--- config.mk ---
export PLATFORM = sky130hd
export DESIGN_NAME = ddr_rw_arbiter
export DESIGN_NICKNAME = d
export VERILOG_FILES = /design/src/rtl/ddr_rw_arbiter.sv
export SDC_FILE = /design/constraint.sdc
export NUM_CORES = 1
export LEC_CHECK = 0
export CORE_ASPECT_RATIO = 0.9
export CORE_UTILIZATION = 46
export DETAILED_ROUTE_END_ITERATION = 8
export HOLD_SLACK_MARGIN = 0.15
export PLACE_DENSITY = 0.8
export SYNTH_ARGS = -nofsm -noshare
export SYNTH_HDL_FRONTEND = slang
export SYNTH_SLANG_ARGS = --single-unit
export TNS_END_PERCENT = 5
--- constraint.sdc ---
create_clock -name ddr_clk -period 2.8 [get_ports ddr_clk]
set_input_delay 0.42 -clock ddr_clk [delete_from_list [all_inputs] [get_ports ddr_clk]]
set_output_delay 0.42 -clock ddr_clk [all_outputs]
set_load 0.02 [all_outputs]
--- src/rtl/ddr_rw_arbiter.sv ---
// Single-port scheduler sharing the DDR burst controller between a write and a read client.
// Grants one burst at a time, with read urgency, an anti-starvation streak limit and a watchdog.
module ddr_rw_arbiter #(
  parameter int unsigned ADDR_W        = 25,
  parameter int unsigned LEN_W         = 10,
  parameter int unsigned TIMEOUT_CYC   = 4096,
  parameter int unsigned MAX_RD_STREAK = 4,
  parameter int unsigned CNT_W         = 16
) (
  input  logic              ddr_clk,
  input  logic              ddr_rst,
  input  logic              ddr_ready,
  input  logic              mem_wen,
  input  logic [ADDR_W-1:0] wr_addr,
  input  logic [LEN_W-1:0]  wr_len,
  output logic              mem_wen_valid,
  input  logic              mem_ren,
  input  logic [ADDR_W-1:0] rd_addr,
  input  logic [LEN_W-1:0]  rd_len,
  output logic              mem_ren_valid,
  input  logic              rd_urgent,
  output logic              wr_burst_req,
  output logic [ADDR_W-1:0] wr_burst_addr,
  output logic [LEN_W-1:0]  wr_burst_len,
  input  logic              wr_burst_finish,
  output logic              rd_burst_req,
  output logic [ADDR_W-1:0] rd_burst_addr,
  output logic [LEN_W-1:0]  rd_burst_len,
  input  logic              rd_burst_finish,
  output logic              arb_busy,
  output logic              timeout_err,
  output logic [CNT_W-1:0]  wr_burst_cnt,
  output logic [CNT_W-1:0]  rd_burst_cnt
);

  localparam int unsigned WDOG_W = (TIMEOUT_CYC > 2) ? $clog2(TIMEOUT_CYC) : 1;
  localparam int unsigned STRK_W = $clog2(MAX_RD_STREAK + 1);
  localparam logic [WDOG_W-1:0] WdogMax   = WDOG_W'(TIMEOUT_CYC - 1);
  localparam logic [STRK_W-1:0] StreakMax = STRK_W'(MAX_RD_STREAK);

  typedef enum logic [1:0] {StIdle, StWrBusy, StRdBusy} state_e;

  state_e              state_q, state_d;
  logic                last_rd_q, last_rd_d;
  logic [STRK_W-1:0]   streak_q, streak_d;
  logic [WDOG_W-1:0]   wdog_q, wdog_d;
  logic                wen_valid_q, wen_valid_d;
  logic                ren_valid_q, ren_valid_d;
  logic                wr_req_q, wr_req_d;
  logic                rd_req_q, rd_req_d;
  logic [ADDR_W-1:0]   wr_addr_q, wr_addr_d;
  logic [LEN_W-1:0]    wr_len_q, wr_len_d;
  logic [ADDR_W-1:0]   rd_addr_q, rd_addr_d;
  logic [LEN_W-1:0]    rd_len_q, rd_len_d;
  logic                timeout_q, timeout_d;
  logic [CNT_W-1:0]    wr_cnt_q, wr_cnt_d;
  logic [CNT_W-1:0]    rd_cnt_q, rd_cnt_d;
  logic                grant_wr, grant_rd;

  always_comb begin
    state_d     = state_q;
    last_rd_d   = last_rd_q;
    streak_d    = streak_q;
    wdog_d      = wdog_q;
    wen_valid_d = 1'b0;
    ren_valid_d = 1'b0;
    wr_req_d    = wr_req_q;
    rd_req_d    = rd_req_q;
    wr_addr_d   = wr_addr_q;
    wr_len_d    = wr_len_q;
    rd_addr_d   = rd_addr_q;
    rd_len_d    = rd_len_q;
    timeout_d   = timeout_q;
    wr_cnt_d    = wr_cnt_q;
    rd_cnt_d    = rd_cnt_q;
    grant_wr    = 1'b0;
    grant_rd    = 1'b0;

    unique case (state_q)
      StIdle: begin
        // Hold off while an ack is still out so the client can drop its level request.
        if (ddr_ready && !wen_valid_q && !ren_valid_q) begin
          if (mem_wen && mem_ren) begin
            if (rd_urgent) begin
              if (streak_q < StreakMax) grant_rd = 1'b1;
              else                      grant_wr = 1'b1;
            end else if (last_rd_q) begin
              grant_wr = 1'b1;
            end else begin
              grant_rd = 1'b1;
            end
          end else if (mem_wen) begin
            grant_wr = 1'b1;
          end else if (mem_ren) begin
            grant_rd = 1'b1;
          end
        end

        if (grant_wr) begin
          wen_valid_d = 1'b1;
          last_rd_d   = 1'b0;
          streak_d    = '0;
          wdog_d      = '0;
          if (wr_len != '0) begin
            wr_req_d  = 1'b1;
            wr_addr_d = wr_addr;
            wr_len_d  = wr_len;
            state_d   = StWrBusy;
          end
        end

        if (grant_rd) begin
          ren_valid_d = 1'b1;
          last_rd_d   = 1'b1;
          wdog_d      = '0;
          if (!mem_wen)       streak_d = '0;
          else if (rd_urgent) streak_d = streak_q + STRK_W'(1);
          if (rd_len != '0) begin
            rd_req_d  = 1'b1;
            rd_addr_d = rd_addr;
            rd_len_d  = rd_len;
            state_d   = StRdBusy;
          end
        end
      end

      // While the controller is not ready the burst is frozen; only the watchdog may end it.
      StWrBusy: begin
        if (ddr_ready && wr_burst_finish) begin
          wr_req_d = 1'b0;
          wr_cnt_d = wr_cnt_q + CNT_W'(1);
          state_d  = StIdle;
        end else if (wdog_q == WdogMax) begin
          wr_req_d  = 1'b0;
          timeout_d = 1'b1;
          state_d   = StIdle;
        end else begin
          wdog_d = wdog_q + WDOG_W'(1);
        end
      end

      StRdBusy: begin
        if (ddr_ready && rd_burst_finish) begin
          rd_req_d = 1'b0;
          rd_cnt_d = rd_cnt_q + CNT_W'(1);
          state_d  = StIdle;
        end else if (wdog_q == WdogMax) begin
          rd_req_d  = 1'b0;
          timeout_d = 1'b1;
          state_d   = StIdle;
        end else begin
          wdog_d = wdog_q + WDOG_W'(1);
        end
      end

      default: state_d = StIdle;
    endcase
  end

  always_ff @(posedge ddr_clk) begin
    if (ddr_rst) begin
      state_q     <= StIdle;
      last_rd_q   <= 1'b1;
      streak_q    <= '0;
      wdog_q      <= '0;
      wen_valid_q <= 1'b0;
      ren_valid_q <= 1'b0;
      wr_req_q    <= 1'b0;
      rd_req_q    <= 1'b0;
      wr_addr_q   <= '0;
      wr_len_q    <= '0;
      rd_addr_q   <= '0;
      rd_len_q    <= '0;
      timeout_q   <= 1'b0;
      wr_cnt_q    <= '0;
      rd_cnt_q    <= '0;
    end else begin
      state_q     <= state_d;
      last_rd_q   <= last_rd_d;
      streak_q    <= streak_d;
      wdog_q      <= wdog_d;
      wen_valid_q <= wen_valid_d;
      ren_valid_q <= ren_valid_d;
      wr_req_q    <= wr_req_d;
      rd_req_q    <= rd_req_d;
      wr_addr_q   <= wr_addr_d;
      wr_len_q    <= wr_len_d;
      rd_addr_q   <= rd_addr_d;
      rd_len_q    <= rd_len_d;
      timeout_q   <= timeout_d;
      wr_cnt_q    <= wr_cnt_d;
      rd_cnt_q    <= rd_cnt_d;
    end
  end

  assign mem_wen_valid = wen_valid_q;
  assign mem_ren_valid = ren_valid_q;
  assign wr_burst_req  = wr_req_q;
  assign wr_burst_addr = wr_addr_q;
  assign wr_burst_len  = wr_len_q;
  assign rd_burst_req  = rd_req_q;
  assign rd_burst_addr = rd_addr_q;
  assign rd_burst_len  = rd_len_q;
  assign arb_busy      = (state_q != StIdle);
  assign timeout_err   = timeout_q;
  assign wr_burst_cnt  = wr_cnt_q;
  assign rd_burst_cnt  = rd_cnt_q;

endmodule

=== Yosys cells after proc, flatten, opt, wreduce, memory -nomap -nowiden ===
Index checks and enable logic that the tools add are counted.

* $add $sub $neg: 4
* Order comparisons: 1
* Eq/ne operators: 12
* Muxes and demuxes: 50
* Bitwise logic cells: 1
* Reductions and logical operators: 26

{| class="wikitable"
|+ Operators with widths
! operator !! count
|-
| two-way mux 12 bit || 5
|-
| case mux 12 bit (3 select lines) || 1
|-
| adder 16 x 1 -> 16 bit, second input constant || 2
|-
| two-way mux 1 bit || 29
|-
| nonzero test 10 bit || 2
|-
| two-way mux 2 bit || 7
|-
| adder 12 x 1 -> 12 bit, second input constant || 1
|-
| == test 12 bit, second input constant || 1
|-
| two-way mux 3 bit || 4
|-
| inequality test 2 bit, second input constant || 6
|-
| AND reduction 4 bit || 3
|-
| nonzero test 2 bit || 5
|-
| inequality test 3 bit, second input constant || 3
|-
| AND reduction 3 bit || 3
|-
| case mux 1 bit (2 select lines) || 3
|-
| case mux 2 bit (3 select lines) || 1
|-
| AND reduction 2 bit || 3
|-
| logical AND 1 bit || 5
|-
| adder 3 x 1 -> 3 bit, second input constant || 1
|-
| less-than comparator 3 bit, second input constant || 1
|-
| nonzero test 3 bit || 1
|-
| == test 2 x 1 -> 1 bit, second input constant || 1
|-
| == test 2 bit, second input constant || 1
|-
| logical NOT 1 bit || 2
|-
| other kinds (3) || 3
|}

* Register bits after elaboration: 125
* Output and inout port bits: 108

=== Logic depth before layout (Yosys ltp) ===
* Word-level depth: 10
* Depth in mapped cells: 8
* Gate-level depth less buffers: 6

=== Worst setup path before layout ===
No wires, ideal clock.

* Path kind: flip-flop to flip-flop
* Start point: register state_q[0]
* End point: register rd_cnt_q[15] (netlist: rd_burst_cnt[15])
* Library setup time: 0.121 ns
* Data arrival time: 1.819 ns
* Data required time: 2.679 ns
* Setup slack: 0.861 ns
* Cell stages (with the launch flop): 7
* Path buffers: 0
* Period minus slack after synthesis: 1.939 ns
* Cells stage by stage: dfxtp_1 > inv_1 > ha_1 > nand3_4 > or4b_4 > nor4_2 > mux2_2

* Cells in the longest elaborated chain, start to end: 2

{| class="wikitable"
|+ RTL lines
! element !! RTL line !! source
|-
| start: declaration || 43 || <nowiki>state_e state_q, state_d;</nowiki>
|-
| start signal: assignment || 162 || <nowiki>state_q <= StIdle;</nowiki>
|-
| start signal: assignment || 178 || <nowiki>state_q <= state_d;</nowiki>
|-
| == test 2 bit || 79 || <nowiki>unique case (state_q)</nowiki>
|-
| AND reduction 2 bit (no source line) || -- ||
|-
| end signal: assignment || 192 || <nowiki>rd_cnt_q <= rd_cnt_d;</nowiki>
|-
| end: declaration || 57 || <nowiki>logic [CNT_W-1:0] rd_cnt_q, rd_cnt_d;</nowiki>
|}

Every way passes these cells.
A chain may end at the register's enable or synchronous reset.

=== Worst setup path in the final report ===
* Start point: register state_q[0]
* End point: output port arb_busy

* Cells in the longest elaborated chain, start to end: 1

{| class="wikitable"
|+ RTL lines
! element !! RTL line !! source
|-
| nonzero test 2 bit || 204 || <nowiki>assign arb_busy = (state_q != StIdle);</nowiki>
|-
| end: declaration || 30 || <nowiki>output logic arb_busy,</nowiki>
|}

Every way passes these cells.

==> results.sh <==
export IMPL_rsz0062_at_grt="false"
export IMPL_critPathBufInv=3
export IMPL_crit_chain="inv_1, ha_1, inv_1, clkdlybuf4s50_1"
export IMPL_fin_nets=935
export IMPL_r2r_start="state_q[0]"
export IMPL_arrival_ps=1950
export IMPL_ir_worst_vdd_mv=0.432
export IMPL_insertion_delay_ps=410
export IMPL_yosysTopAreaCell="dfxtp_1"
export IMPL_powerDensity_nw_per_um2=561
export IMPL_r2r_end="wdog_q[2]"
export IMPL_synth_nets=761
export IMPL_drive_gt1_share_pct=8.83
export IMPL_p_seq_share_pct=40.7
export IMPL_wire_per_inst_um=16.2
export IMPL_crit_path_max_fanout=6
export IMPL_synthFlopType="dfxtp_1"
export IMPL_period_minus_slack_ps=2370
export IMPL_drtIter0Drc=549
export IMPL_ys_seq_area_share_pct=44.1
export IMPL_die_area_um2=12800
export IMPL_postCtsResizedCells=0
export IMPL_p_comb_share_pct=14.7
export IMPL_cp_top_family="buffers and inverters"
export IMPL_synth_cells_most_frequent="125 x dfxtp_1, 85 x a21oi_1, 77 x nand3_1, 65 x o21ai_0, 40 x nor2_1"
export IMPL_grt_pass1_vias=5522
export IMPL_grt_max_degree=64
export IMPL_r2r_cells=6
export IMPL_portBuffers=185
export IMPL_end_kind="primary output"
export IMPL_grt_overflow=0
export IMPL_postSynthAreaPerCell_um2=8.41
export IMPL_io_pins=186
export IMPL_core_area_um2=12000
export IMPL_yosysWarnings=0
export IMPL_pwr_share_clk_pct=44.6
export IMPL_cts_path_max_buffers=2
export IMPL_critPathKind="flip-flop to primary output"
export IMPL_fillers=945
export IMPL_switchingPower_mw=1.17
export IMPL_synthDistinctLibCells=55
export IMPL_cts_max_level=4
export IMPL_cts_sinks=125
export IMPL_antennaDiodeCount=0
export IMPL_root_buffer="clkbuf_16"
export IMPL_post_cts_buffers=0
export IMPL_chipHeight_um=107
export IMPL_critPathLaunch="state_q[0]"
export IMPL_die_w_um=119
export IMPL_yosys_top_cells_area="dfxtp_1 44%, a21oi_1 7.5%, nand3_1 6.8%"
export IMPL_totalWireLength_um=16600
export IMPL_fin_cells=1021
export IMPL_tns_ps=0
export IMPL_postCtsHoldBufs=0
export IMPL_cts_made_buffers=17
export IMPL_maxCapViolCount=0
export IMPL_synthCells=675
export IMPL_hpwl_um=11300
export IMPL_antenna_found_initial=0
export IMPL_antenna_left=0
export IMPL_yosys_area_top_type_share_pct=44.1
export IMPL_grt_first_pass_wirelength_um=26500
export IMPL_setup_violations=0
export IMPL_final_period_utilization_pct=84.5
export IMPL_cts_tree="yes"
export IMPL_first_pass_iters=5
export IMPL_crit_top_cell="inv_1"
export IMPL_status="finished clean"
export IMPL_initial_core_util_pct=47.2
export IMPL_netlist_area_um2=5680
export IMPL_grt_usage_pct=26.0
export IMPL_finalHoldViolCount=0
export IMPL_internal_power_mw=3.47
export IMPL_viasPerCell=5.74
export IMPL_num_rows=38
export IMPL_crit_path_end="arb_busy"
export IMPL_netSwitchingFraction_pct=25.2
export IMPL_p_leak_nw=2.82
export IMPL_async_flop_share_pct=0
export IMPL_synth_edf_count=0
export IMPL_worst_pin_slew_ps=726
export IMPL_maxSlewHeadroom_pct=51.1
export IMPL_critPathMaxStageDelay_ps=640
export IMPL_crit_slowest_cell="clkdlybuf4s50_1"
export IMPL_timing_fmax_mhz=423
export IMPL_crit_required_ps=2380
export IMPL_skew_ps=7.75
export IMPL_start_kind="flip-flop"
export IMPL_via_count=5857
export IMPL_placed_cells=990
export IMPL_drc=0
export IMPL_crit_cells=4
export IMPL_gp_congestion=0.896
export IMPL_area_growth_pct=45.5
export IMPL_clkTransAtPathRegs_ps=50
export IMPL_drv_slew=0
export IMPL_synth_most_common_cell="dfxtp_1"
export IMPL_rrSetupSlack_ps=550
export IMPL_synth_seq_cells=125
export IMPL_worst_hold_path_type="input port to flip-flop"
==> layout make-up <==
class | instances | area (um^2) | area share (%)
Tap cell | 160 | 200 | 2.42
Sequential cell | 125 | 2500 | 30.3
Clock buffer | 24 | 492 | 5.95
Multi-Input combinational cell | 472 | 2870 | 34.7
Timing Repair Buffer | 207 | 2040 | 24.7
Inverter | 26 | 97.6 | 1.18
Clock inverter | 7 | 62.6 | 0.757
==> worst min path at each step <==
| stage | start | endpoint | cells past startpoint |
|---|---|---|---|
| 5_1_grt | ddr_rst | rd_burst_cnt[8] | 2 |
| 6_report | ddr_rst | rd_burst_cnt[8] | 2 |
| 2_1_floorplan | streak_q[1] | streak_q[1] | 2 |
| 4_1_cts | ddr_rst | rd_burst_cnt[8] | 2 |
| 3_3_place_gp | timeout_err | timeout_err | 2 |
| 3_5_place_dp | timeout_err | timeout_err | 2 |
==> layer usage <==
metal	up-vias	track usage [%]	wire length [um]
met5	-	0	0
met2	260	41.4	7580
li1	2806	-	-
met1	2755	32.0	7000
met4	0	9.49	365
met3	36	9.75	1630
==> state kept, by name, indices dropped and copies added (netlist names), 2 cells and up <==
name / count
rd_burst_cnt: 16
state_q: 2
wr_burst_cnt: 16
wr_burst_len: 10
wdog_q: 12
rd_burst_len: 10
rd_burst_addr: 25
streak_q: 3
wr_burst_addr: 25
==> worst register-to-register path, stage by stage, from the launching register on <==
cell     delay, ps
dfxtp_1        380
inv_1           90
ha_1           290
a22oi_2        470
o21ai_1        130
o21ai_0        600
a21oi_1        140
==> layout by cell type, fill, tap and decap left out, drive strengths merged, types with 5 or more instances in the layout <==
| cell type | n |
|---|---|
| o21ai | 78 |
| clkinv | 6 |
| mux2i | 11 |
| xnor2 | 8 |
| a21oi | 85 |
| nor4 | 10 |
| ha | 8 |
| and4 | 7 |
| o211ai | 26 |
| nor2 | 40 |
| inv | 25 |
| nand3 | 80 |
| buf | 23 |
| clkdlybuf4s50 | 184 |
| and3 | 5 |
| xor2 | 10 |
| nor2b | 5 |
| or4 | 10 |
| mux2 | 7 |
| nor3 | 8 |
| nand2 | 28 |
| clkbuf | 24 |
| dfxtp | 125 |
| nand4 | 13 |
==> power groups by stage <==
stage | clock network [mW] | registers (mW) | logic [mW]
2_1_floorplan | 0 | 1.99 | 0.273
3_3_place_gp | 0 | 1.92 | 0.657
3_5_place_dp | 0 | 1.92 | 0.673
4_1_cts | 2.10 | 1.89 | 0.679
5_1_grt | 2.19 | 1.89 | 0.732
6_report | 2.07 | 1.89 | 0.679
==> metrics by stage <==
stage	util [%]	power [mW]	hold WS [ps]	setup slack, ps	instance area (um^2)
finish	68.7	4.63	359	434	8260
global placement	64.1	2.58	439	246	7710
global route	68.7	4.81	361	359	8260
floorplan	-	2.26	436	861	5680
CTS	68.7	4.66	339	420	8260
detailed placement	64.1	2.60	450	231	7710
==> logic make-up after synthesis <==
kind of cell	synth area share, %
DFF	44.1
muxes	3.33
buffers and inverters	5.58
AOI/OAI and AO/OA	21.0
and+or+nand+nor	21.5
adders and majority gates	1.76
xor gates and xnor gates	2.78
Power figures use the tool's default switching activity.
